==> config.mk <==
export PLATFORM = sky130hd
export DESIGN_NAME = imm_gen
export DESIGN_NICKNAME = d
export VERILOG_FILES = /design/src/rtl/imm_gen.sv
export SDC_FILE = /design/constraint.sdc
export NUM_CORES = 1
export LEC_CHECK = 0
export CORE_ASPECT_RATIO = 0.75
export CORE_UTILIZATION = 43
export DETAILED_ROUTE_END_ITERATION = 6
export HOLD_SLACK_MARGIN = 0.15
export PLACE_DENSITY_LB_ADDON = 0.05
export SYNTH_ARGS = -nofsm -noshare
export SYNTH_HDL_FRONTEND = slang
export SYNTH_SLANG_ARGS = --single-unit
export TNS_END_PERCENT = 50
==> constraint.sdc <==
create_clock -name clk -period 1 [get_ports clk]
set_input_delay 0.3 -clock clk [delete_from_list [all_inputs] [get_ports clk]]
set_output_delay 0.3 -clock clk [all_outputs]
set_load 0.02 [all_outputs]
==> src/rtl/imm_gen.sv <==
`default_nettype none
// ============================================================================
// Module   : imm_gen
// Brief    : RV32I immediate generator; decodes format from opcode, registers
//            the sign-extended immediate for the ALU mux and target adders.
// Revision : 1.0 - initial release
// ============================================================================
module imm_gen (
  input  logic        clk,
  input  logic        rst_n,
  input  logic [31:0] instr,
  output logic [31:0] imm_out
);

  localparam logic [6:0] c_OP_LOAD   = 7'b0000011;
  localparam logic [6:0] c_OP_IMM    = 7'b0010011;
  localparam logic [6:0] c_OP_JALR   = 7'b1100111;
  localparam logic [6:0] c_OP_FENCE  = 7'b0001111;
  localparam logic [6:0] c_OP_SYSTEM = 7'b1110011;
  localparam logic [6:0] c_OP_STORE  = 7'b0100011;
  localparam logic [6:0] c_OP_BRANCH = 7'b1100011;
  localparam logic [6:0] c_OP_LUI    = 7'b0110111;
  localparam logic [6:0] c_OP_AUIPC  = 7'b0010111;
  localparam logic [6:0] c_OP_JAL    = 7'b1101111;

  typedef enum logic [2:0] {
    FMT_NONE = 3'd0,
    FMT_I    = 3'd1,
    FMT_S    = 3'd2,
    FMT_B    = 3'd3,
    FMT_U    = 3'd4,
    FMT_J    = 3'd5
  } fmt_e;

  fmt_e        w_fmt;
  logic        w_sign;
  logic [31:0] w_imm_d;
  logic [31:0] r_imm_q;

  assign w_sign = instr[31];

  // funct3/funct7 are deliberately ignored: shift-immediates decode as plain I.
  always_comb begin
    w_fmt = FMT_NONE;
    case (instr[6:0])
      c_OP_LOAD, c_OP_IMM, c_OP_JALR,
      c_OP_FENCE, c_OP_SYSTEM:        w_fmt = FMT_I;
      c_OP_STORE:                     w_fmt = FMT_S;
      c_OP_BRANCH:                    w_fmt = FMT_B;
      c_OP_LUI, c_OP_AUIPC:           w_fmt = FMT_U;
      c_OP_JAL:                       w_fmt = FMT_J;
      default:                        w_fmt = FMT_NONE;
    endcase
  end

  always_comb begin
    w_imm_d = 32'h0000_0000;
    case (w_fmt)
      FMT_I:   w_imm_d = {{20{w_sign}}, instr[31:20]};
      FMT_S:   w_imm_d = {{20{w_sign}}, instr[31:25], instr[11:7]};
      FMT_B:   w_imm_d = {{19{w_sign}}, instr[31], instr[7], instr[30:25],
                          instr[11:8], 1'b0};
      FMT_U:   w_imm_d = {instr[31:12], 12'b0};
      FMT_J:   w_imm_d = {{11{w_sign}}, instr[31], instr[19:12], instr[20],
                          instr[30:21], 1'b0};
      default: w_imm_d = 32'h0000_0000;
    endcase
  end

  always_ff @(posedge clk or negedge rst_n) begin
    if (!rst_n) begin
      r_imm_q <= 32'h0000_0000;
    end else begin
      r_imm_q <= w_imm_d;
    end
  end

  assign imm_out = r_imm_q;

endmodule
`default_nettype wire

**Word-level counts from Yosys, hierarchy flattened**

Index checks and enable logic that the tools add are counted.

- Flip-flop bits (word level): 32
- Input bits: 34
- Output and inout bits: 32
- Word-level logic and storage cells: 20

- Eq/ne operators: 15
- Multiplexer cells: 2
- Reductions and logical operators: 2

Operator list:

| cell | number |
|---|---|
| $pmux 32 s5 | 1 |
| $eq 7x7->1 const B | 4 |
| $pmux 3 s5 | 1 |
| $eq 7x5->1 const B | 2 |
| $eq 7x6->1 const B | 2 |
| $eq 7x2->1 const B | 1 |
| $eq 7x4->1 const B | 1 |
| $eq 3x2->1 const B | 2 |
| $eq 3x3->1 const B | 2 |
| $reduce_or 5->1 | 1 |
| $eq 3x1->1 const B | 1 |
| $reduce_or 2->1 | 1 |

**Depth between registers and ports, before layout**

Gate-level depths: netlist of the first run.

- Depth in word-level cells: 5
- Gate-level depth with buffers: 6
- Mapped depth without buffers: 4

**Worst setup path after synthesis of the first run**

OpenSTA, ideal clock, no wires.

- Path type: in2reg
- Start point: input port instr[3]
- End point: register r_imm_q[20] (netlist: imm_out[20])
- Setup time: 64 ps
- Arrival time: 1643 ps
- Required time: 936 ps
- Path slack: -707 ps
- Stages: 6
- Path buffers: 2
- Path through: clkbuf_2 or2_4 or4_4 a41oi_2 buf_6 a21o_1

- Cells in the longest elaborated chain, start to end: 5
- Elaborated cells on any way between the ends: 19
- Those cells by class: eq/ne: 15; mux: 2; reduce/logical: 2

RTL lines:

| what | line | text |
|---|---|---|
| start: declaration | 11 | `input logic [31:0] instr,` |
| $eq 7x2->1 (tied with other cells) | 45 | `case (instr[6:0])` |
| $reduce_or 5->1 / $reduce_or 2->1 (equally long branches) | 45 |  |
| $pmux 3 s5 (*) | 45 |  |
| $eq 3x3->1 (tied with other cells) | 58 | `case (w_fmt)` |
| $pmux 32 s5 (*) | 58 |  |
| named net w_imm_d[20] | 37 | `logic [31:0] w_imm_d;` |
| end signal: assignment | 74 | `r_imm_q <= w_imm_d;` |
| end: declaration | 38 | `logic [31:0] r_imm_q;` |

The timed path passes the listed nets; every way through them passes the cells marked *.

**Worst setup path after layout of the first run**

Same ends and word-level chain as after synthesis.

==> flow_metrics.env, run 1 <==
export IMPL_period_share_pct=150
export IMPL_tightest_slew_ns=0.332
export IMPL_drive_gt1_share_pct=51.9
export IMPL_leakage_nw=1.44
export IMPL_cts_sinks=32
export IMPL_crit_required_ns=1.22
export IMPL_fmax_ghz=0.667
export IMPL_synth_cell_types=38
export IMPL_wirelength_um=5190
export IMPL_synth_adder_area_share_pct=0
export IMPL_avgSynthCellArea_um2=12.6
export IMPL_instances_no_fill=254
export IMPL_synth_mux_area_share_pct=0.741
export IMPL_nets=249
export IMPL_setup_viol=64
export IMPL_worstPathMaxFanout=6
export IMPL_cp_start_kind="primary input"
export IMPL_synth_sequential_area_ratio_pct=59.3
export IMPL_grt_max_degree=33
export IMPL_fillers=140
export IMPL_cts_tree="done"
export IMPL_overflow=0
export IMPL_cts_hold_buf=0
export IMPL_synth_top_family_by_area="compound AO/OA/AOI/OAI gates"
export IMPL_wl_per_cell_um=20.4
export IMPL_vdd_ir_drop_worst_uv=1060
export IMPL_syn_num_nets=141
export IMPL_die_h_um=50.6
export IMPL_pwr_density_cell_nw_per_um2=1230
export IMPL_grt_pass1_vias=1401
export IMPL_fin_ws_ns=-0.499
export IMPL_violations="setup timing"
export IMPL_largest_reg_flops=32
export IMPL_synth_xor_area_share_pct=1.30
export IMPL_h_tree_depth=2
export IMPL_drcViolationCount=0
export IMPL_vias=1384
export IMPL_hold_viol=0
export IMPL_clkTransAtPathRegs_ns=0.07
export IMPL_relSlewSlack_pct=77.7
export IMPL_first_pass_iters=4
export IMPL_area_growth_pct=90.3
export IMPL_timing_hold_ws_ns=0.399
export IMPL_cts_root_buffer="clkbuf_8"
export IMPL_grt_usage_pct=28.4
export IMPL_maxCapViolCount=0
export IMPL_syn_cell_area_um2=1350
export IMPL_yosysWarnings=0
export IMPL_cp_end_kind="flop"
export IMPL_cts_buffer_depth=2
export IMPL_die_w_um=66.7
export IMPL_initial_utilization_pct=45.7
export IMPL_rsz0062_at_grt="yes"
export IMPL_drt_iter0_drc=55
export IMPL_antenna_found_initial=0
export IMPL_critPathKind="in -> reg"
export IMPL_design_die_area_um2=3370
export IMPL_grt_pass1_wl_um=6700
export IMPL_cp_arrival_ns=1.72
export IMPL_status="finished, violations left"
export IMPL_dp_hpwl_um=2680
export IMPL_numCtsBuffers=5
export IMPL_drt_antenna_violating_nets=0
export IMPL_placed_cells=234
export IMPL_coreArea_um2=2960
export IMPL_antenna_cells=0
export IMPL_floorplan_rows=17
export IMPL_slew_violations=0
export IMPL_gp_congestion=0.765
export IMPL_finalCriticalPeriod_ns=1.50
export IMPL_numPortBuffers=65
export IMPL_viasPerCell=5.45
export IMPL_synth_compound_area_share_pct=22.4
export IMPL_setup_tns_ns=-16.62
export IMPL_synth_seq_cells=32
export IMPL_netlist_instances=107
export IMPL_io_pins=66
export IMPL_hold_class="in -> async"
export IMPL_synth_simple_area_share_pct=11.9
what timing repair did:
item	CTS	global route
gates cloned	2	0
hold endpoints to repair	0	0
buffers inserted	4	7
setup endpoints to repair	64	64
pin swaps	23	14
resized for setup	193	28
metrics by stage:
stage	power [mW]	setup WS [ns]	cell area, um^2	utilization (%)
2_1_floorplan	1.52	-0.649	1360	-
6_report	3.17	-0.499	2570	87.0
5_1_grt	3.27	-0.501	2570	87.0
3_5_place_dp	1.85	-1.10	2250	76.1
3_3_place_gp	1.83	-1.09	2250	76.1
4_1_cts	3.11	-0.520	2450	82.8
report_power, final:
group / leakage [nW] / total, mW / internal [mW] / switching (mW)
clock network: 0.0552 / 1.22 / 0.739 / 0.479
registers: 0.443 / 1.34 / 1.33 / 0.0108
logic: 0.938 / 0.619 / 0.329 / 0.290
cells in the final DEF (no fill, tap or decap), types with 2 or more instances in the layout:
cell type | synthesis | routed
and3_1 | 6 | 5
nand2_4 | 0 | 2
a22o_1 | 4 | 4
a21o_1 | 19 | 19
and2_4 | 0 | 2
inv_1 | 4 | 4
dfrtp_1 | 32 | 32
nor2_4 | 0 | 2
clkbuf_8 | 0 | 5
a31oi_4 | 1 | 2
buf_4 | 0 | 27
buf_6 | 2 | 20
buf_8 | 0 | 2
nand4b_1 | 2 | 2
buf_2 | 1 | 28
clkdlybuf4s15_1 | 0 | 2
clkdlybuf4s50_1 | 0 | 26
or2_4 | 1 | 2
final timing paths:
check,startpoint,to,slack [ns],depth (start not counted)
worst max-delay path,instr[3],imm_out[20]$_DFF_PN0_,-0.50,6
min in group clk,instr[16],imm_out[16]$_DFF_PN0_,0.60,2
max in group asynchronous,rst_n,imm_out[27]$_DFF_PN0_,0.43,2
worst min-delay path,rst_n,imm_out[29]$_DFF_PN0_,0.40,2
routing by layer:
layer	vias up	wire (um)	GRT usage (%)	share of wire, %
met5	-	0	0	0
met4	0	205	14.5	3.9
met3	18	364	6.14	7.0
met2	71	2700	50.3	52
met1	691	1920	31.9	37
li1	604	-	-	-
cells by family (layout without fill, tap and decap cells):
family,count (synthesis),count (layout)
simple gates,25,25
xor+xnor,2,2
buf+inv,11,120
flops,32,32
mux,1,1
compound gates,36,36
final cells by class:
cell class                 instances  area (um^2)  area share [%]
sequential                        32          801            31.1
inverter                           4         15.0           0.584
multi-input combinational         64          689            26.8
clock inverter                     2         35.0            1.36
clock buffer                       6         72.6            2.82
tap                               38         47.5            1.85
timing repair buffer             108          911            35.4
synth_stat cells (all sizes together):
cell | count | area share [%]
dfrtp | 32 | 59
a21o | 19 | 11
and3 | 6 | 2.8
a22o | 4 | 2.6
clkbuf | 4 | 1.2
inv | 4 | 1.1
buf | 3 | 2.0
nand2 | 3 | 0.83
nor2 | 3 | 0.83
a31oi | 2 | 2.0
and2 | 2 | 0.93
nand4b | 2 | 1.3
or2 | 2 | 1.1
a2111o | 1 | 0.83
a211o | 1 | 0.65
a211oi | 1 | 0.56
a21oi | 1 | 0.37
a32o | 1 | 0.74
a41oi | 1 | 1.2
mux2i | 1 | 0.74
nand2b | 1 | 0.46
nand3 | 1 | 0.37
nand3b | 1 | 0.56
nor3 | 1 | 0.37
nor4 | 1 | 0.93
o2111ai | 1 | 0.65
o211ai | 1 | 0.56
o21ai | 1 | 0.37
o31a | 1 | 0.65
o32ai | 1 | 0.65
or3b | 1 | 0.65
or4 | 1 | 0.83
xnor2 | 1 | 0.65
xor2 | 1 | 0.65
worst max-delay path, cell delays in order:
cell	delay [ns]
buf_8	0.10
or2_4	0.25
a2111o_1	0.49
a41oi_4	0.30
buf_6	0.17
a21o_1	0.10
No activity file was read; power rests on OpenSTA's default activity.
==> inputs of run 2 (changes only) <==
--- a/config.mk
+++ b/config.mk
@@ -6,9 +6,11 @@
 export NUM_CORES = 1
 export LEC_CHECK = 0
 export CORE_ASPECT_RATIO = 0.75
-export CORE_UTILIZATION = 43
+export CORE_UTILIZATION = 50
 export DETAILED_ROUTE_END_ITERATION = 6
+export DONT_BUFFER_PORTS = 1
 export HOLD_SLACK_MARGIN = 0.15
+export MAX_ROUTING_LAYER = met4
 export PLACE_DENSITY_LB_ADDON = 0.05
 export SYNTH_ARGS = -nofsm -noshare
 export SYNTH_HDL_FRONTEND = slang
==> run 2 against run 1 <==
Against the previous run: the run ends with hold timing, setup timing left; flip-flop and latch count stayed put; design area fell by 29%; worst hold slack worse by 0.74 ns; fmax increased by 19%; first-iteration DRC count decreased by 55%; combinational power down 63%; clock power is 37% lower; total power down 25%; wire length decreased by 42%; global-route usage fell by 4.1 points; non-clock buffer count is 67 lower; largest cell class is now flip-flops and latches; largest power group unchanged.
==> flow_metrics.env, run 2 (same netlist as run 1, synthesis figures left out) <==
export IMPL_drt_antenna_violating_nets=0
export IMPL_setup_viol=56
export IMPL_vias=1007
export IMPL_nets=182
export IMPL_h_tree_depth=2
export IMPL_first_pass_iters=4
export IMPL_grt_max_degree=33
export IMPL_drt_iter0_drc=25
export IMPL_die_w_um=62.0
export IMPL_initial_utilization_pct=55.8
export IMPL_crit_required_ns=1.26
export IMPL_period_share_pct=126
export IMPL_cts_sinks=32
export IMPL_design_die_area_um2=2920
export IMPL_cts_root_buffer="clkbuf_4"
export IMPL_violations="hold timing, setup timing"
export IMPL_numCtsBuffers=5
export IMPL_place_area_um2=1480
export IMPL_grt_usage_pct=24.3
export IMPL_startpoint="instr[2]"
export IMPL_wl_per_cell_um=16.6
export IMPL_overflow=0
export IMPL_top_layer_used="met4"
export IMPL_wl_met2_um=1400
export IMPL_status="finished, violations left"
export IMPL_dp_hpwl_um=2090
export IMPL_hold_class="in -> async"
export IMPL_coreArea_um2=2420
export IMPL_mostFrequentLayoutCells="25 x dlygate4sd3_1, 19 x a21o_1, 16 x dfrtp_1, 16 x dfrtp_2, 14 x buf_4"
export IMPL_io_pins=66
export IMPL_fin_ws_ns=-0.258
export IMPL_viasPerCell=5.50
export IMPL_drive_gt1_share_pct=32.2
export IMPL_floorplan_rows=15
export IMPL_m1WireLength_um=1390
export IMPL_vdd_ir_drop_worst_uv=1220
export IMPL_finalPower_mw=2.39
export IMPL_maxCapViolCount=0
export IMPL_pwr_density_cell_nw_per_um2=1300
export IMPL_worstPathMaxFanout=11
export IMPL_grt_pass1_vias=976
export IMPL_antenna_cells=0
export IMPL_cp_arrival_ns=1.52
export IMPL_die_h_um=47.0
export IMPL_final_area_um2=1840
export IMPL_fmax_ghz=0.795
export IMPL_cp_start_kind="primary input"
export IMPL_rsz0062_at_grt="yes"
export IMPL_cp_end_kind="flop"
export IMPL_gp_congestion=0.762
export IMPL_tightest_slew_ns=0.294
export IMPL_hold_viol=32
export IMPL_grt_pass1_wl_um=4640
export IMPL_wl_met3_um=227
export IMPL_cts_buffer_depth=2
export IMPL_cts_tree="done"
export IMPL_numPortBuffers=0
export IMPL_critPathKind="in -> reg"
export IMPL_slew_violations=0
export IMPL_cts_setup_buffers=0
export IMPL_finish_utilization_pct=75.9
export IMPL_setup_tns_ns=-7.45
export IMPL_finalCriticalPeriod_ns=1.26
export IMPL_area_growth_pct=36.0
export IMPL_largest_reg_flops=32
export IMPL_leakage_nw=0.991
export IMPL_crit_end="imm_out[20]$_DFF_PN0_"
export IMPL_clkTransAtPathRegs_ns=0.10
export IMPL_relSlewSlack_pct=80.4
export IMPL_antenna_found_initial=0
export IMPL_wirelength_um=3030
export IMPL_drcViolationCount=0
export IMPL_timing_hold_ws_ns=-0.341
export IMPL_final_common_cell="dlygate4sd3_1"
==> run 2: worst max-delay path, cell delays in order <==
cell     delay [ns]
or2_4          0.23
or4_4          0.53
a41oi_2        0.21
buf_12         0.16
a21o_1         0.09
==> run 2: per-layer routing <==
metal / vias up / GRT usage (%)
li1: 473 / -
met1: 479 / 31.3
met2: 51 / 36.2
met3: 4 / 7.99
met4: 0 / 8.00
met5: - / -
==> run 2: power by group <==
group / internal, mW / switching [mW] / leakage [nW]
clock: 0.344 / 0.430 / 0.0315
combinational: 0.143 / 0.0866 / 0.543
sequential: 1.33 / 0.0544 / 0.417
==> run 2: final cells by class <==
| type | count | area (um^2) |
|---|---|---|
| clock inverters | 1 | 7.51 |
| clock buffers | 7 | 55.1 |
| inverters | 4 | 15.0 |
| well taps | 34 | 42.5 |
| fillers | 161 | 583 |
| flip-flops and latches | 32 | 821 |
| multi-input cells | 64 | 510 |
| repair buffers | 41 | 387 |
==> run 2: how the worst min path moves through the flow <==
stage                     depth (start not counted)                    end   from  slack (ns)
after floorplan                                   0   imm_out[0]$_DFF_PN0_  rst_n       0.004
after global placement                            0   imm_out[6]$_DFF_PN0_  rst_n       0.005
after detailed placement                          0   imm_out[6]$_DFF_PN0_  rst_n       0.005
after CTS                                         0  imm_out[29]$_DFF_PN0_  rst_n       -0.35
after global routing                              0  imm_out[26]$_DFF_PN0_  rst_n       -0.37
final                                             0  imm_out[30]$_DFF_PN0_  rst_n       -0.34
==> run 2: stage by stage <==
stage               instances  setup WS (ns)
floorplan                 107         -0.649
detailed placement        150         -0.584
global route              183         -0.279
CTS                       182         -0.247
finish                    183         -0.258
global placement          150         -0.568
==> run 2: what timing repair did <==
item                                    4_1_cts  5_1_grt
pin swaps                                     1        3
gates resized for setup                      11       10
endpoints found under the setup margin       58       58
hold buffers                                 24        1
hold endpoints to repair                     64       34
==> inputs of run 3 (changes only) <==
--- a/config.mk
+++ b/config.mk
@@ -5,10 +5,10 @@
 export SDC_FILE = /design/constraint.sdc
 export NUM_CORES = 1
 export LEC_CHECK = 0
+export ABC_CLOCK_PERIOD_IN_PS = 1000
 export CORE_ASPECT_RATIO = 0.75
-export CORE_UTILIZATION = 50
+export CORE_UTILIZATION = 43
 export DETAILED_ROUTE_END_ITERATION = 6
-export DONT_BUFFER_PORTS = 1
 export HOLD_SLACK_MARGIN = 0.15
 export MAX_ROUTING_LAYER = met4
 export PLACE_DENSITY_LB_ADDON = 0.05
==> run 3 against run 2 <==
Against the previous run: the run ends with setup timing left; wire length rose by 70%; total power rose by 32%; setup slack got worse by 0.18 ns; sequential share of layout area fell by 13 points; critical path depth rose by 2; first-iteration DRC count rose to 3.1 times the previous value; core utilization rose by 9.1 points; critical endpoint unchanged.
==> flow_metrics.env, run 3 (same netlist as run 1, synthesis figures left out) <==
export IMPL_pwr_density_cell_nw_per_um2=1250
export IMPL_drt_iter0_drc=78
export IMPL_rsz0062_at_grt="yes"
export IMPL_antenna_found_initial=0
export IMPL_cp_num_cells=7
export IMPL_drt_antenna_violating_nets=0
export IMPL_numPortBuffers=65
export IMPL_floorplan_rows=17
export IMPL_mostFrequentLayoutCells="32 x dfrtp_1, 30 x buf_2, 26 x clkdlybuf4s50_1"
export IMPL_cp_end_kind="flop"
export IMPL_fmax_ghz=0.696
export IMPL_largest_reg_flops=32
export IMPL_die_w_um=66.7
export IMPL_final_common_cell="dfrtp_1"
export IMPL_status="finished, violations left"
export IMPL_final_area_um2=2510
export IMPL_vdd_ir_drop_worst_uv=1630
export IMPL_cts_sinks=32
export IMPL_grt_pass1_wl_um=7000
export IMPL_overflow=0
export IMPL_drive_gt1_share_pct=50.9
export IMPL_critPathBufInv=3
export IMPL_timing_hold_ws_ns=0.423
export IMPL_die_h_um=50.6
export IMPL_antenna_cells=0
export IMPL_cts_tree="done"
export IMPL_hold_class="in -> async"
export IMPL_grt_max_degree=33
export IMPL_drcViolationCount=0
export IMPL_cp_cell_sequence="clkdlybuf4s15_2 > and2_4 > nand4b_1 > buf_4 > a41oi_4 > buf_6 > a21o_1"
export IMPL_grt_pass1_vias=1411
export IMPL_crit_required_ns=1.22
export IMPL_hold_viol=0
export IMPL_place_area_um2=2240
export IMPL_slowest_stage="clkdlybuf4s15_2"
export IMPL_wl_per_cell_um=20.7
export IMPL_crit_path_max_incr_delay_ns=0.26
export IMPL_grt_usage_pct=30.5
export IMPL_setup_viol=64
export IMPL_first_pass_iters=4
export IMPL_fin_ws_ns=-0.436
export IMPL_wirelength_um=5160
export IMPL_leakage_nw=1.41
export IMPL_violations="setup timing"
export IMPL_nets=245
export IMPL_clkTransAtPathRegs_ns=0.06
export IMPL_area_growth_pct=86.0
export IMPL_initial_utilization_pct=45.7
export IMPL_vias=1367
export IMPL_finalCriticalPeriod_ns=1.44
export IMPL_design_die_area_um2=3370
export IMPL_dp_hpwl_um=2750
export IMPL_period_share_pct=144
export IMPL_cts_buffer_depth=2
export IMPL_cp_arrival_ns=1.65
export IMPL_tightest_slew_ns=0.340
export IMPL_maxCapViolCount=0
export IMPL_slew_violations=0
export IMPL_critPathKind="in -> reg"
export IMPL_relSlewSlack_pct=77.1
export IMPL_viasPerCell=5.47
export IMPL_cts_root_buffer="clkbuf_8"
export IMPL_coreArea_um2=2960
export IMPL_worstPathMaxFanout=6
export IMPL_crit_family="buffers and inverters"
export IMPL_gp_congestion=0.809
export IMPL_io_pins=66
export IMPL_h_tree_depth=2
export IMPL_cp_start_kind="primary input"
export IMPL_numCtsBuffers=5
-- run 3: cell types whose count changed in the layout (fill, tap and decap cells not counted), moves of 4 or more --
| cell | change |
|---|---|
| clkdlybuf4s50_1 | +26 |
| dfrtp_1 | +16 |
| buf_6 | +18 |
| clkbuf_4 | -5 |
| buf_2 | +30 |
| dlygate4sd3_1 | -25 |
| dfrtp_2 | -16 |
| buf_4 | +10 |
| clkbuf_8 | +4 |
-- run 3: area by class of cell --
class / instances / area, um^2
Timing Repair Buffer: 104 / 882
Sequential cell: 32 / 801
Multi-Input combinational cell: 64 / 661
Fill cell: 144 / 443
Clock buffer: 6 / 72.6
Tap cell: 38 / 47.5
Clock inverter: 2 / 35.0
Inverter: 4 / 15.0
-- run 3: final timing paths --
kind                          start                     to  slack, ns
max in group asynchronous     rst_n   imm_out[8]$_DFF_PN0_       0.40
hold / removal                rst_n   imm_out[5]$_DFF_PN0_       0.42
min in group clk           instr[4]   imm_out[0]$_DFF_PN0_       0.60
setup / recovery           instr[6]  imm_out[20]$_DFF_PN0_      -0.44
-- run 3: where the power goes --
part           switching (mW)  internal [mW]
Combinational           0.281          0.322
Sequential            0.00942           1.33
Clock                   0.477          0.739
-- run 3: routing by layer --
| layer | vias to the layer above | GRT usage [%] | wire length, um |
|---|---|---|---|
| met2 | 84 | 53.0 | 2660 |
| met3 | 20 | 9.32 | 400 |
| met4 | 0 | 11.7 | 197 |
| met5 | - | - | 0 |
| li1 | 598 | - | - |
| met1 | 665 | 32.2 | 1910 |
-- run 3: what timing repair did --
action | in CTS | in global routing
setup endpoints to repair | 64 | 64
cloned | 2 | 0
endpoints found under the hold margin | 0 | 0
pin swaps | 24 | 10
hold buffers | 0 | 0
setup buffers | 4 | 4
gates resized for setup | 190 | 24
-- run 3: per-stage QoR --
stage	instances	power, mW	utilization [%]	setup TNS [ns]	setup WS (ns)
floorplan	107	1.52	-	-17.31	-0.649
global placement	232	1.83	75.6	-39.08	-1.09
detailed placement	232	1.84	75.6	-40.59	-1.12
CTS	246	3.10	81.3	-14.90	-0.498
global route	250	3.26	85.0	-16.42	-0.473
finish	250	3.15	85.0	-14.85	-0.436
